## config.mk

```make
export PLATFORM = sky130hd
export DESIGN_NAME = move_input_controller
export DESIGN_NICKNAME = d
export VERILOG_FILES = /design/src/rtl/move_input_controller.sv
export SDC_FILE = /design/constraint.sdc
export NUM_CORES = 1
export LEC_CHECK = 0
export ABC_AREA = 1
export CORE_MARGIN = 3
export CORE_UTILIZATION = 50
export CTS_CLUSTER_SIZE = 14
export DETAILED_ROUTE_END_ITERATION = 16
export PLACE_DENSITY = 0.75
export SLEW_MARGIN = 5
export SYNTH_ARGS = -nofsm -noshare
export SYNTH_HDL_FRONTEND = slang
export SYNTH_SLANG_ARGS = --single-unit
```

## constraint.sdc

```tcl
create_clock -name clk -period 3 [get_ports clk]
set_input_delay 0.3 -clock clk [delete_from_list [all_inputs] [get_ports clk]]
set_output_delay 0.3 -clock clk [all_outputs]
set_load 0.02 [all_outputs]
```

## src/rtl/move_input_controller.sv

```systemverilog
// rtl/move_input_controller.sv - Connect-4 drop-button/column-switch front end with move handshake
module move_input_controller #(
  parameter int NUM_COLS        = 4,
  parameter int COL_W           = 2,
  parameter int DEBOUNCE_CYCLES = 50000
) (
  input  logic                clk,
  input  logic                reset,
  input  logic                btn,
  input  logic [NUM_COLS-1:0] sw,
  input  logic [NUM_COLS-1:0] col_full,
  input  logic                game_active,
  output logic                move_valid,
  output logic [COL_W-1:0]    move_col,
  input  logic                move_ready,
  output logic                err_pulse,
  output logic [1:0]          err_code,
  output logic [4:0]          move_count,
  output logic                busy
);

  localparam int CNT_W = $clog2(DEBOUNCE_CYCLES);

  typedef enum logic [1:0] {IDLE, CHECK, ISSUE, RELEASE} state_t;

  state_t                state, state_nx;
  logic                  btn_m, btn_s, btn_db, btn_db_d;
  logic [NUM_COLS-1:0]   sw_m, sw_s;
  logic [CNT_W-1:0]      db_cnt;
  logic                  press, one_hot, check_err, accept;
  logic [COL_W-1:0]      sel;
  logic [1:0]            code_nx;

  always_ff @(posedge clk) begin
    if (!reset) begin
      btn_m    <= 1'b0;
      btn_s    <= 1'b0;
      sw_m     <= '0;
      sw_s     <= '0;
      btn_db   <= 1'b0;
      btn_db_d <= 1'b0;
      db_cnt   <= '0;
    end else begin
      btn_m    <= btn;
      btn_s    <= btn_m;
      sw_m     <= sw;
      sw_s     <= sw_m;
      btn_db_d <= btn_db;
      // btn_db only follows btn_s after it has disagreed for DEBOUNCE_CYCLES straight clocks
      if (btn_s != btn_db) begin
        if (db_cnt == CNT_W'(DEBOUNCE_CYCLES - 1)) begin
          btn_db <= btn_s;
          db_cnt <= '0;
        end else begin
          db_cnt <= db_cnt + CNT_W'(1);
        end
      end else begin
        db_cnt <= '0;
      end
    end
  end

  assign press = btn_db & ~btn_db_d;

  always_comb begin
    sel     = '0;
    one_hot = $onehot(sw_s);
    for (int i = 0; i < NUM_COLS; i++) begin
      if (sw_s[i]) sel = COL_W'(i);
    end
  end

  always_ff @(posedge clk) begin
    if (!reset) state <= IDLE;
    else        state <= state_nx;
  end

  always_comb begin
    state_nx  = state;
    check_err = 1'b0;
    code_nx   = err_code;
    accept    = 1'b0;
    case (state)
      IDLE: if (press) state_nx = CHECK;
      CHECK: begin
        state_nx  = RELEASE;
        check_err = 1'b1;
        if (!game_active)       code_nx = 2'b11;
        else if (!one_hot)      code_nx = 2'b01;
        else if (col_full[sel]) code_nx = 2'b10;
        else begin
          code_nx   = 2'b00;
          check_err = 1'b0;
          state_nx  = ISSUE;
        end
      end
      ISSUE: begin
        if (move_ready) begin
          accept   = 1'b1;
          state_nx = RELEASE;
        end else if (!game_active) begin
          state_nx = RELEASE;
        end
      end
      RELEASE: if (!btn_db) state_nx = IDLE;
      default: state_nx = IDLE;
    endcase
  end

  always_ff @(posedge clk) begin
    if (!reset) begin
      move_col   <= '0;
      err_pulse  <= 1'b0;
      err_code   <= 2'b00;
      move_count <= 5'd0;
    end else begin
      err_pulse <= check_err;
      err_code  <= code_nx;
      if (state == CHECK && state_nx == ISSUE) move_col <= sel;
      if (accept && move_count != 5'd31) move_count <= move_count + 5'd1;
    end
  end

  assign move_valid = (state == ISSUE);
  assign busy       = (state != IDLE);

endmodule

```

# Word-level counts from Yosys, hierarchy flattened

Index checks and enable logic that the tools add are counted.

Add/sub/neg operators: 5
Magnitude comparators: 1
Equality and inequality tests: 8
Mux-type cells: 21
Bitwise gates (word level): 4
Reductions and logical operators: 7

Operators with widths:

| kind                  | count |
|---|---|
| $mux 2                | 9 |
| $add 16x1->16 const B | 1 |
| $eq 16x16->1 const B  | 1 |
| $mux 1                | 10 |
| $pmux 2 s4            | 1 |
| $eq 2x2->1 const B    | 3 |
| $add 5x1->5 const B   | 1 |
| $ne 5x5->1 const B    | 1 |
| $add 1x1->2           | 2 |
| $reduce_and 2->1      | 2 |
| $add 2x2->3           | 1 |
| $eq 3x1->1 const B    | 1 |
| $lt 2x3->1 const B    | 1 |
| $not 1->1             | 3 |
| $reduce_or 3->1       | 1 |
| $bmux 1 s2            | 1 |
| $eq 2x1->1 const B    | 1 |
| $logic_and 1x1->1     | 2 |
| $logic_not 2->1       | 1 |
| $reduce_bool 2->1     | 1 |
| $and 1x1->1           | 1 |
| $ne 1x1->1            | 1 |

Register bits after elaboration: 40

# Depth between registers and ports, before layout

Word-level depth: 11
Depth in mapped cells: 12
Mapped depth without buffers: 12

# Least setup slack after synthesis

No wires, ideal clock.

Kind: reg2reg
From: register sw_s[1]
To: register move_col[0]
Arrival: 1,910 ps
Path slack: 976 ps
Cell stages (with the launch flop): 12
Path buffers: 0
Period minus slack after synthesis: 2,024 ps
Path through: dfxtp_1 -> inv_1 -> fa_1 -> inv_1 -> ha_1 -> ha_1 -> nor2_1 -> nand3_1 -> nand2_1 -> nand4_1 -> nor2_1 -> nor2_1

Longest elaborated chain between the ends: 11
Elaborated cells between the ends (all ways): 14

Ends and longest elaborated chain:

| what                         | RTL line | text |
|---|---|---|
| start: declaration           | 28       | `logic [NUM_COLS-1:0] sw_m, sw_s;` |
| start signal: assignment     | 47       | `sw_s <= sw_m;` |
| $mux 1                       | 69       | `if (sw_s[i]) sel = COL_W'(i);` |
| $mux 2 (2 in a row)          | 69       |  |
| $bmux 1 s2                   | 90       | `else if (col_full[sel]) code_nx = 2'b10;` |
| $mux 1 (implied by the code) | 90       |  |
| $mux 1                       | 90       |  |
| $mux 1                       | 89       | `else if (!one_hot) code_nx = 2'b01;` |
| $mux 1                       | 88       | `if (!game_active) code_nx = 2'b11;` |
| $pmux 2 s4                   | 83       | `case (state)` |
| $eq 2x2->1                   | 119      | `if (state == CHECK && state_nx == ISSUE) move_col <= sel;` |
| $logic_and 1x1->1            | 119      |  |
| end signal: assignment       | 119      |  |
| end: declaration             | 14       | `output logic [COL_W-1:0] move_col,` |

Several ways; a longest one is shown, not always the timed one. The select of a mux whose other input is x is not followed.
A chain may end at the register's enable or synchronous reset.

# Final worst setup path

Ends and elaborated chain as after synthesis.

==> run summary <==
The run finished with clean final reports. The path type of the worst setup path is reg2reg. The final worst-path cycle share came out at 73.1%. The number of cell rows came out at 21. The worst setup path is captured at a flip-flop.

The worst-case setup margin in the final layout came out at 0.806 ns. The number of buffers inserted by post-CTS setup repair came out at 0. The post-synthesis cell area is 0.00188 sq mm. In the final routed layout, each cell accounts on average for 9.94 um. After clock tree synthesis, the clock-pin slew on the worst setup and hold paths is 0.07 ns. The number of CTS-inserted buffers is 5.

The proportion of register bits with asynchronous set or reset after synthesis came out at 0%. The sequential cells in the finished layout cover a total of 801 sq um. The worst hold margin is 0.418 ns. The floorplan step defined a die boundary enclosing 0.00453 sq mm.

Summing all multi-input logic gate instances after layout gives 832 sq um. The fraction of layout instances using a drive strength above 1 is 10.8%. The net count after synthesis is 278.

The via count of the first global-routing pass came out at 1460. The routed via count divided by cell count came out at 4.65. The clock skew after layout came out at 0.00185 ns. Setup repair after global routing left no endpoint under its margin. The top-area cell type share of the netlist area is 42.6%.

The final net count is 307. TritonCTS built the clock tree. The detail route stage leaves a number of antenna-violating nets equal to 0. The max capacitance violation total came out at 0.

The part of the Yosys area used for sequential elements is 42.6%. The arrival time of the worst setup path came out at 2.42 ns. The first global-routing pass estimated 5.92 mm of wire. The number of setup violations in the final report is 0. The number of pins exceeding their max-slew limit in the final report is 0.

The slew at the pin with the worst max-slew slack came out at 0.287 ns. In this run the static leakage power is 1.01 nW. The worst min-delay path category is reg2reg.

The number of clock sinks came out at 40. The instance count of the mapped netlist came out at 259. The worst-case IR drop observed on VDD is 0.000355 V.

At the end of routability-driven placement, the weighted congestion stood at 0.879. Once the floorplan was initialized, standard cells occupied 54.1% of the core. Counting distinct cell types in the post-synthesis netlist gives 29. The depth of the CTS H-tree came out at 2. The die width is 67.3 um. In this run, synthesis produced a sequential element count of 40. The number of resized instances in the post-cts repair step came out at 0.

Subtracting the final worst setup slack from the clock period gives 2.19 ns. The depth of the worst register-to-register path came out at 12. The worst endpoint required time is 3.22 ns. In the synthesized netlist the dominant register cell turns out to be sky130_fd_sc_hd__dfxtp_1. The area growth from synthesis to layout is 18.9%. The share of the core filled with cells is 64.4%.

The chip height is 67.3 um. The power per cell area is 442 mW/mm^2. The final route contains 1552 vias. At the later pin of the worst-skew pair, clock insertion delay measures 0.28 ns.

The antenna diode instance count came out at 0. The number of top-level design ports is 25. The number of DRC violations after detailed-routing iteration 0 is 76. The mean post-synth cell area is 7.25 sq um. Entering global routing, the biggest net connects 23 pins. The initial antenna violation count is 0. The number of hold buffers added after CTS was 0. The tree is rooted in a sky130_fd_sc_hd__clkbuf_8. The total length of routed wires is 3.32 mm. By area the synthesized netlist is led by sky130_fd_sc_hd__dfxtp_1 43%, sky130_fd_sc_hd__inv_1 11%, sky130_fd_sc_hd__nand2_1 10%.

Headroom to the max-slew limit came out at 80.7%. Counting instances, the worst hold path has a depth of 2. Of all cell types, the one taking the most synthesized area is sky130_fd_sc_hd__dfxtp_1.

The remaining design rule violation count is 0. The final count of hold timing violations came out at 0. Prior to clock tree synthesis, the placed netlist has a worst setup slack of 0.780 ns. The total of buffers placed on input and output ports is 24.

For this run, the number of Yosys warnings is 0. The number of search-and-repair iterations in the first detailed-routing pass came out at 4. The placed wire-length estimate after detailed placement is 2.48 mm.

The worst setup path is launched from a flip-flop. The count of fill cells added during filler insertion came out at 330. The count of flip-flops with a built-in enable after synthesis is 0. The overall global routing resource usage came out at 17.2%. The maximum fanout along the worst path is 4. The fmax is 456 MHz.

The region available for standard cell placement spans 0.00347 sq mm. The global route total overflow is 0. The maximum number of buffers from clock root to sink came out at 2.

For the final routed database, the setup TNS stands at 0 ns.
==> routing by layer <==
| metal | track usage, % | vias up | wire length, um |
|---|---|---|---|
| met5 | 0 | - | 0 |
| met4 | 8.35 | 0 | 82 |
| met2 | 28.5 | 29 | 1500 |
| li1 | - | 848 | - |
| met1 | 20.6 | 668 | 1610 |
| met3 | 4.49 | 7 | 127 |
==> cell usage after synthesis (2+ instances only) <==
cell / n
sky130_fd_sc_hd__clkbuf_1: 2
sky130_fd_sc_hd__a21oi_1: 6
sky130_fd_sc_hd__xor2_1: 3
sky130_fd_sc_hd__nand2_2: 2
sky130_fd_sc_hd__nor2_2: 9
sky130_fd_sc_hd__nand2_1: 52
sky130_fd_sc_hd__nor4_1: 2
sky130_fd_sc_hd__inv_1: 55
sky130_fd_sc_hd__nand3_1: 8
sky130_fd_sc_hd__dfxtp_1: 40
sky130_fd_sc_hd__ha_1: 5
sky130_fd_sc_hd__nor3_2: 2
sky130_fd_sc_hd__nor3_1: 11
sky130_fd_sc_hd__o21ai_0: 11
sky130_fd_sc_hd__nand4_1: 4
sky130_fd_sc_hd__a21oi_2: 5
sky130_fd_sc_hd__inv_2: 3
sky130_fd_sc_hd__nor2_1: 28
==> cell type report <==
type | count | area share [%]
multi-input combinational | 158 | 37.3
sequential | 40 | 35.9
timing repair buffer | 25 | 11.1
inverter | 58 | 9.75
clock buffer | 6 | 3.25
tap | 46 | 2.58
clock inverter | 1 | 0.224
==> cell families after synthesis <==
| logic type | share of synthesized area (%) |
|---|---|
| and+or+nand+nor | 30.6 |
| buffers and inverters | 13.1 |
| DFF | 42.6 |
| AOI/OAI and AO/OA | 7.86 |
| adders and majority gates | 4.40 |
| xor gates and xnor gates | 1.40 |
==> worst paths after layout <==
check               start     endpoint  slack [ns]
setup / recovery  sw_s[1]  move_col[0]        0.81
hold / removal    sw_m[1]      sw_s[1]        0.42
setup reg to reg  sw_s[1]  move_col[0]        0.81
hold reg to reg   sw_m[1]      sw_s[1]        0.42
==> metrics by stage <==
stage	instance area, sq um	power [W]	instances
2_1_floorplan	1880	0.000629	259
3_3_place_gp	2160	0.000673	327
3_5_place_dp	2160	0.000675	327
4_1_cts	2230	0.00100	334
5_1_grt	2230	0.00104	334
6_report	2230	0.000988	334
==> critical path, stage by stage, from the launching register on <==
cell and delay, ns:
sky130_fd_sc_hd__dfxtp_1 0.35, sky130_fd_sc_hd__inv_1 0.06, sky130_fd_sc_hd__fa_1 0.51, sky130_fd_sc_hd__inv_1 0.04, sky130_fd_sc_hd__ha_1 0.17, sky130_fd_sc_hd__ha_1 0.26
sky130_fd_sc_hd__nor2_1 0.13, sky130_fd_sc_hd__nand3_1 0.09, sky130_fd_sc_hd__nand2_1 0.09, sky130_fd_sc_hd__nand4_1 0.17, sky130_fd_sc_hd__nand2_1 0.12, sky130_fd_sc_hd__nand2_1 0.05
sky130_fd_sc_hd__nor2_1 0.08
==> layout by cell type (no fill, tap or decap), drive strengths merged <==
cell type / count
dfxtp: 40
nand3b: 1
or2: 1
nand2: 55
clkdlybuf4s50: 24
fa: 1
clkbuf: 6
o21ai: 12
clkinv: 1
a31oi: 1
o21a: 1
nor3: 13
nor2b: 1
nand4: 5
inv: 58
nor4: 2
a21oi: 11
nor2: 37
nand3: 9
ha: 5
xor2: 3
buf: 1
==> registers in the layout (all words and copies together), names as in the netlist <==
| name | cells |
|---|---|
| db_cnt | 16 |
| err_pulse | 1 |
| move_count | 5 |
| btn_s | 1 |
| err_code | 2 |
| move_col | 2 |
| state | 2 |
| sw_m | 4 |
| btn_m | 1 |
| btn_db_d | 1 |
| sw_s | 4 |
| btn_db | 1 |
==> power by group <==
part           switching, W  total, W  leakage, nW  internal (W)
Sequential       0.00000920  0.000555        0.325      0.000546
Combinational     0.0000574  0.000107        0.641     0.0000493
Clock              0.000168  0.000326       0.0410      0.000158
(Power assumes the default switching activity.)
